===== src/rtl/seq_alu.sv =====
// seq_alu: handshaked ALU with single-cycle arithmetic/logic ops and multi-cycle shift-add MUL and bit-serial shifts.
module seq_alu #(
  parameter int WIDTH = 8,
  parameter int SHW = $clog2(WIDTH)
) (
  input  logic             clk,
  input  logic             rst,
  input  logic             in_valid,
  output logic             in_ready,
  input  logic [WIDTH-1:0] A,
  input  logic [WIDTH-1:0] B,
  input  logic [3:0]       op,
  input  logic             C_in,
  output logic             out_valid,
  input  logic             out_ready,
  output logic [WIDTH-1:0] R,
  output logic [WIDTH-1:0] R_hi,
  output logic             C_out,
  output logic             Z,
  output logic             N,
  output logic             V,
  output logic             ERR
);
  localparam int CW = ($clog2(WIDTH + 1) > SHW) ? $clog2(WIDTH + 1) : SHW;
  typedef enum logic [1:0] {IDLE, BUSY, DONE} st_t;
  st_t st_q, st_d;
  logic [WIDTH-1:0] a_q, a_d, r_q, r_d, rhi_q, rhi_d;
  logic [3:0] op_q, op_d;
  logic [CW-1:0] cnt_q, cnt_d;
  logic c_q, c_d, v_q, v_d, err_q, err_d;
  logic accept, mul_op, sh_op;
  logic [SHW-1:0] amt;
  logic [WIDTH-1:0] addend;
  logic [WIDTH:0] sum, ms;
  assign amt = B[SHW-1:0];
  assign accept = in_valid & (st_q == IDLE);
  assign mul_op = op == 4'b1000;
  assign sh_op = op inside {4'b1001, 4'b1010, 4'b1011};
  assign addend = op == 4'b0000 ? B : op == 4'b0001 ? ~B : op == 4'b0010 ? '0 : '1;
  assign sum = {1'b0, A} + {1'b0, addend} + {{WIDTH{1'b0}}, C_in};
  // MUL keeps the partial product in {rhi_q, r_q}; r_q starts as the multiplier and drains LSB-first
  assign ms = {1'b0, rhi_q} + {1'b0, a_q & {WIDTH{r_q[0]}}};
  always_ff @(posedge clk) begin
    if (rst) st_q <= IDLE;
    else st_q <= st_d;
  end
  always_comb begin
    st_d = st_q;
    if (st_q == IDLE && accept) st_d = (mul_op || (sh_op && amt != '0)) ? BUSY : DONE;
    else if (st_q == BUSY && cnt_q == CW'(1)) st_d = DONE;
    else if (st_q == DONE && out_ready) st_d = IDLE;
  end
  always_ff @(posedge clk) begin
    if (rst) begin
      a_q <= '0;
      r_q <= '0;
      rhi_q <= '0;
      op_q <= '0;
      cnt_q <= '0;
      c_q <= 1'b0;
      v_q <= 1'b0;
      err_q <= 1'b0;
    end else begin
      a_q <= a_d;
      r_q <= r_d;
      rhi_q <= rhi_d;
      op_q <= op_d;
      cnt_q <= cnt_d;
      c_q <= c_d;
      v_q <= v_d;
      err_q <= err_d;
    end
  end
  always_comb begin
    a_d = a_q;
    r_d = r_q;
    rhi_d = rhi_q;
    op_d = op_q;
    cnt_d = cnt_q;
    c_d = c_q;
    v_d = v_q;
    err_d = err_q;
    if (accept) begin
      a_d = A;
      op_d = op;
      rhi_d = '0;
      c_d = 1'b0;
      v_d = 1'b0;
      err_d = op[3] & op[2];
      cnt_d = mul_op ? CW'(WIDTH) : CW'(amt);
      case (op)
        4'b0000, 4'b0001, 4'b0010, 4'b0011: begin
          r_d = sum[WIDTH-1:0];
          c_d = sum[WIDTH];
          v_d = (A[WIDTH-1] == addend[WIDTH-1]) && (sum[WIDTH-1] != A[WIDTH-1]);
        end
        4'b0100: r_d = A & B;
        4'b0101: r_d = A | B;
        4'b0110: r_d = A ^ B;
        4'b0111: r_d = ~A;
        4'b1000: r_d = B;
        4'b1001, 4'b1010, 4'b1011: r_d = A;
        default: r_d = '0;
      endcase
    end else if (st_q == BUSY) begin
      cnt_d = cnt_q - 1'b1;
      if (op_q == 4'b1000) begin
        {rhi_d, r_d} = {ms, r_q[WIDTH-1:1]};
        c_d = |ms[WIDTH:1];
      end else begin
        r_d = op_q == 4'b1001 ? r_q << 1 : op_q == 4'b1010 ? r_q >> 1 : {r_q[WIDTH-1], r_q[WIDTH-1:1]};
        c_d = op_q == 4'b1001 ? r_q[WIDTH-1] : r_q[0];
      end
    end
  end
  always_comb begin
    in_ready = st_q == IDLE;
    out_valid = st_q == DONE;
    R = r_q;
    R_hi = rhi_q;
    C_out = c_q;
    V = v_q;
    ERR = err_q;
    Z = (r_q == '0) && (rhi_q == '0);
    N = op_q == 4'b1000 ? rhi_q[WIDTH-1] : r_q[WIDTH-1];
  end
endmodule


===== config.mk =====
export PLATFORM = sky130hd
export DESIGN_NAME = seq_alu
export DESIGN_NICKNAME = d
export VERILOG_FILES = /design/src/rtl/seq_alu.sv
export SDC_FILE = /design/constraint.sdc
export NUM_CORES = 1
export LEC_CHECK = 0
export ABC_AREA = 0
export BUFFER_PORTS_ARGS = -buffer_cell sky130_fd_sc_hd__buf_2
export CORE_MARGIN = 8
export CORE_UTILIZATION = 50
export CTS_CLUSTER_DIAMETER = 30
export DETAILED_ROUTE_END_ITERATION = 12
export PLACE_DENSITY_LB_ADDON = 0.12
export SETUP_SLACK_MARGIN = 0.05
export SYNTH_ARGS = -nofsm -noshare
export SYNTH_HDL_FRONTEND = slang
export SYNTH_SLANG_ARGS = --single-unit

===== constraint.sdc =====
create_clock -name clk -period 6.3 [get_ports clk]
set_input_delay 1.26 -clock clk [delete_from_list [all_inputs] [get_ports clk]]
set_output_delay 1.26 -clock clk [all_outputs]
set_load 0.02 [all_outputs]

==> summary.md <==
| Metric | Value |
|---|---|
| Status | complete, no violations |
| Synth area leader | dfxtp_1 |
| Core Box Area | 6390 um2 |
| Max-cap viol count | 0 |
| Post-CTS setup buffers | 0 |
| Sum of negative setup slack | 0 ns |
| Die area | 9540 um2 |
| Max IR drop VDD | 0.0000889 V |
| Worst Path Required | 6.53 ns |
| Sw Pwr | 220 uW |
| Synth Area in XOR/XNOR | 3.15% |
| Syn nets | 503 |
| Fraction of registers with async set/reset | 0% |
| Final core utilization | 57.6% |
| # nets final | 536 |
| Die X-Extent | 97.7 um |
| Logic pwr share | 31.4% |
| Number of buffers created by CTS | 5 |
| Worst Hold Class | flip-flop to flip-flop |
| Hold_buf cts | 0 |
| Chip Height | 97.7 um |
| Cell-internal power | 416 uW |
| Area Growth Syn to Fin | 10.3% |
| # H-tree levels | 2 |
| Number of remaining DRC errors | 0 |
| Reg2reg start | R[0] |
| Startpoint Class | primary input |
| IO Count | 48 |
| Core Rows | 29 |
| WL/cell | 16.1 um |
| Clock Power Share | 26.3% |
| CP Capture Type | flip-flop |
| Hold path startpoint | a_q[6] |
| Diode count | 0 |
| Post-DRT Antenna Nets | 0 |
| Largest net degree at the start of global routing | 31 |
| Syn_area_per_cell | 7.55 um2 |
| CP Class | primary input to flip-flop |
| Fin. max-slew vios | 0 |
| # setup viols final | 0 |
| RSZ-0062 raised after global routing | false |
| Mux share of post-synthesis cell area | 8.62% |
| FF+latch count, synth | 37 |
| Max Clk Rate | 249 MHz |
| Switching share of power | 34.6% |
| PD cells | 173 nW/um2 |
| Initial core utilization | 52.3% |
| Clock skew | 0.00531 ns |
| Min cycle time layout | 4.01 ns |
| Slew margin rel. | 46.5% |
| Seq/Total Area, Yosys | 22.2% |
| Drt first-iter violations | 227 |
| Ys Warns | 0 |
| Simple-Gate Fraction of Synth Area | 23.5% |
| Total GRT Usage | 18.7% |
| Cell Area, Synth | 3340 um2 |
| Worst-path clk slew | 0.07 ns |
| Share of layout cells above drive strength 1 | 14.7% |
| Clk sink count | 37 |
| Resized Gates After CTS | 0 |
| Clock Latency Late Sink | 0.29 ns |
| Cells after Synth | 442 |
| Pre-antenna DRT Iters | 4 |
| Synth Area in Compound Gates | 22.0% |
| Grt ovf | 0 |
| Wirelength, routed | 8.86 mm |
| Clock root buffer | clkbuf_8 |
| Sequential share of power | 42.3% |
| Period Utilization, post-route | 63.7% |
| Fin. Hold Viols | 0 |
| Synth top area share | 22.2% |
| Via density per instance | 5.76 |
| Worst Path Max Fanout | 16 |
| CTS tree | built |
| Synth top area cells | dfxtp_1, ha_1, a21oi_1, nand2_1, nor2_1 |
| Clock buffer depth | 2 |
| WP data arrival | 4.24 ns |
| Vias in the first global route | 3161 |
| Vias after detailed routing | 3181 |
| Slew @ Worst Pin | 0.800 ns |
| Cell variety after synth | 57 |
| Final HPWL DP | 6.95 mm |
| Initial antenna violation count | 0 |
| # port buffers | 47 |
| Worst Setup SP | op[2] |
| Hold Slack | 0.451 ns |
| Main combinational cell family by area after synthesis | simple AND/OR/NAND/NOR gates |
| Top FF cell, synth | dfxtp_1 |
| RePlAce Congestion | 0.917 |
| Post-Synth Adder-Cell Area | 14.2% |
| First-pass GRT wire length | 15.2 mm |
| Post-synth EDFFs | 0 |
| Static leakage power | 0.00167 uW |
## synth_stat cells (2+ instances only)
master / n
o21ai_0: 22
or3b_1: 2
mux2_2: 5
nor2_1: 41
a32oi_1: 2
xor2_1: 3
xnor2_1: 9
and3_1: 2
nor2b_1: 8
nand3_1: 10
nor4_1: 8
o21a_1: 2
nand2_1: 54
or2_2: 2
a211oi_1: 9
o221ai_1: 3
mux2i_1: 13
and2_1: 10
or3_1: 2
or2_1: 2
o21ai_1: 2
dfxtp_1: 37
inv_1: 32
a22oi_1: 5
buf_2: 3
a21oi_1: 42
a21boi_0: 4
o211ai_1: 2
a2111oi_0: 3
nand3b_1: 3
a221oi_1: 4
o31a_1: 2
fa_1: 3
nand2b_1: 4
nor3_1: 8
clkbuf_1: 18
mux4_2: 4
buf_1: 2
ha_1: 33
a21o_1: 5
## registers in the layout, indices dropped and copies added, names as in the netlist
signal / cells
st_q: 2
cnt_q: 4
V: 1
R_hi: 8
ERR: 1
op_q: 4
C_out: 1
a_q: 8
R: 8
## logic make-up after synthesis
| group | after synthesis |
|---|---|
| adders and majority gates | 36 |
| xor gates and xnor gates | 12 |
| muxes | 23 |
| AOI/OAI and AO/OA | 115 |
| and+or+nand+nor | 163 |
| DFF | 37 |
| buffers and inverters | 56 |
## power by group through the flow
stage          sequential, uW  combinational [uW]  clock, uW
6_report                  269                 199        167
5_1_grt                   271                 224        179
4_1_cts                   269                 200        169
3_5_place_dp              274                 199          0
3_3_place_gp              273                 196          0
2_1_floorplan             277                 135          0
## path summary, 6_finish.rpt
path                               end  slack [ns]  cells after the start
worst max-delay path              R[6]        2.29                     12
worst min-delay path            a_q[6]        0.45                      2
worst max register to register   C_out        3.62                      9
worst min register to register  a_q[6]        0.45                      2
## metal layers
metal	share of wire, %	vias to the layer above	track usage (%)
li1	-	1620	-
met1	47	1478	24.1
met2	47	70	30.7
met3	4.2	13	3.41
met4	1.3	0	5.24
met5	0	-	0
## layout make-up
cell class | count | area, um2
Timing Repair Buffer | 49 | 250
Sequential cell | 37 | 741
Inverter | 33 | 124
Clock buffer | 7 | 86.3
Tap cell | 77 | 96.3
Fill cell | 634 | 2710
Multi-Input combinational cell | 349 | 2380
## metrics by stage
| step | total power (uW) | setup slack, ns | cell area, um2 | instances |
|---|---|---|---|---|
| 3_5_place_dp | 473 | 2.04 | 3590 | 545 |
| 6_report | 636 | 2.29 | 3680 | 552 |
| 4_1_cts | 637 | 2.30 | 3680 | 552 |
| 5_1_grt | 675 | 2.01 | 3680 | 552 |
| 2_1_floorplan | 411 | 2.45 | 3340 | 442 |
| 3_3_place_gp | 469 | 2.15 | 3590 | 545 |
## critical path: stages
cell and delay [ns]:
buf_2 0.20, nor2_1 0.64, and3_1 0.29, fa_1 0.21
inv_1 0.06, fa_1 0.41, a21o_1 0.18, a21oi_1 0.22
o21ai_0 0.14, nand3_1 0.13, or4b_1 0.44, nand2_1 0.07
## placed cells by master (no fill, tap or decap), drive strengths merged, types with 4 or more instances in the layout
master	synthesis	final
a211oi	9	9
a21boi	4	4
a21o	5	5
a21oi	43	43
a221oi	5	5
a22oi	5	5
and2	10	10
buf	5	49
clkbuf	18	7
dfxtp	37	37
ha	33	33
inv	33	33
mux2	6	6
mux2i	13	13
mux4	4	4
nand2	54	54
nand2b	4	4
nand3	10	10
nor2	41	41
nor2b	8	8
nor3	8	8
nor4	8	8
o21ai	24	24
or2	4	4
xnor2	9	9
(Power assumes the default switching activity.)
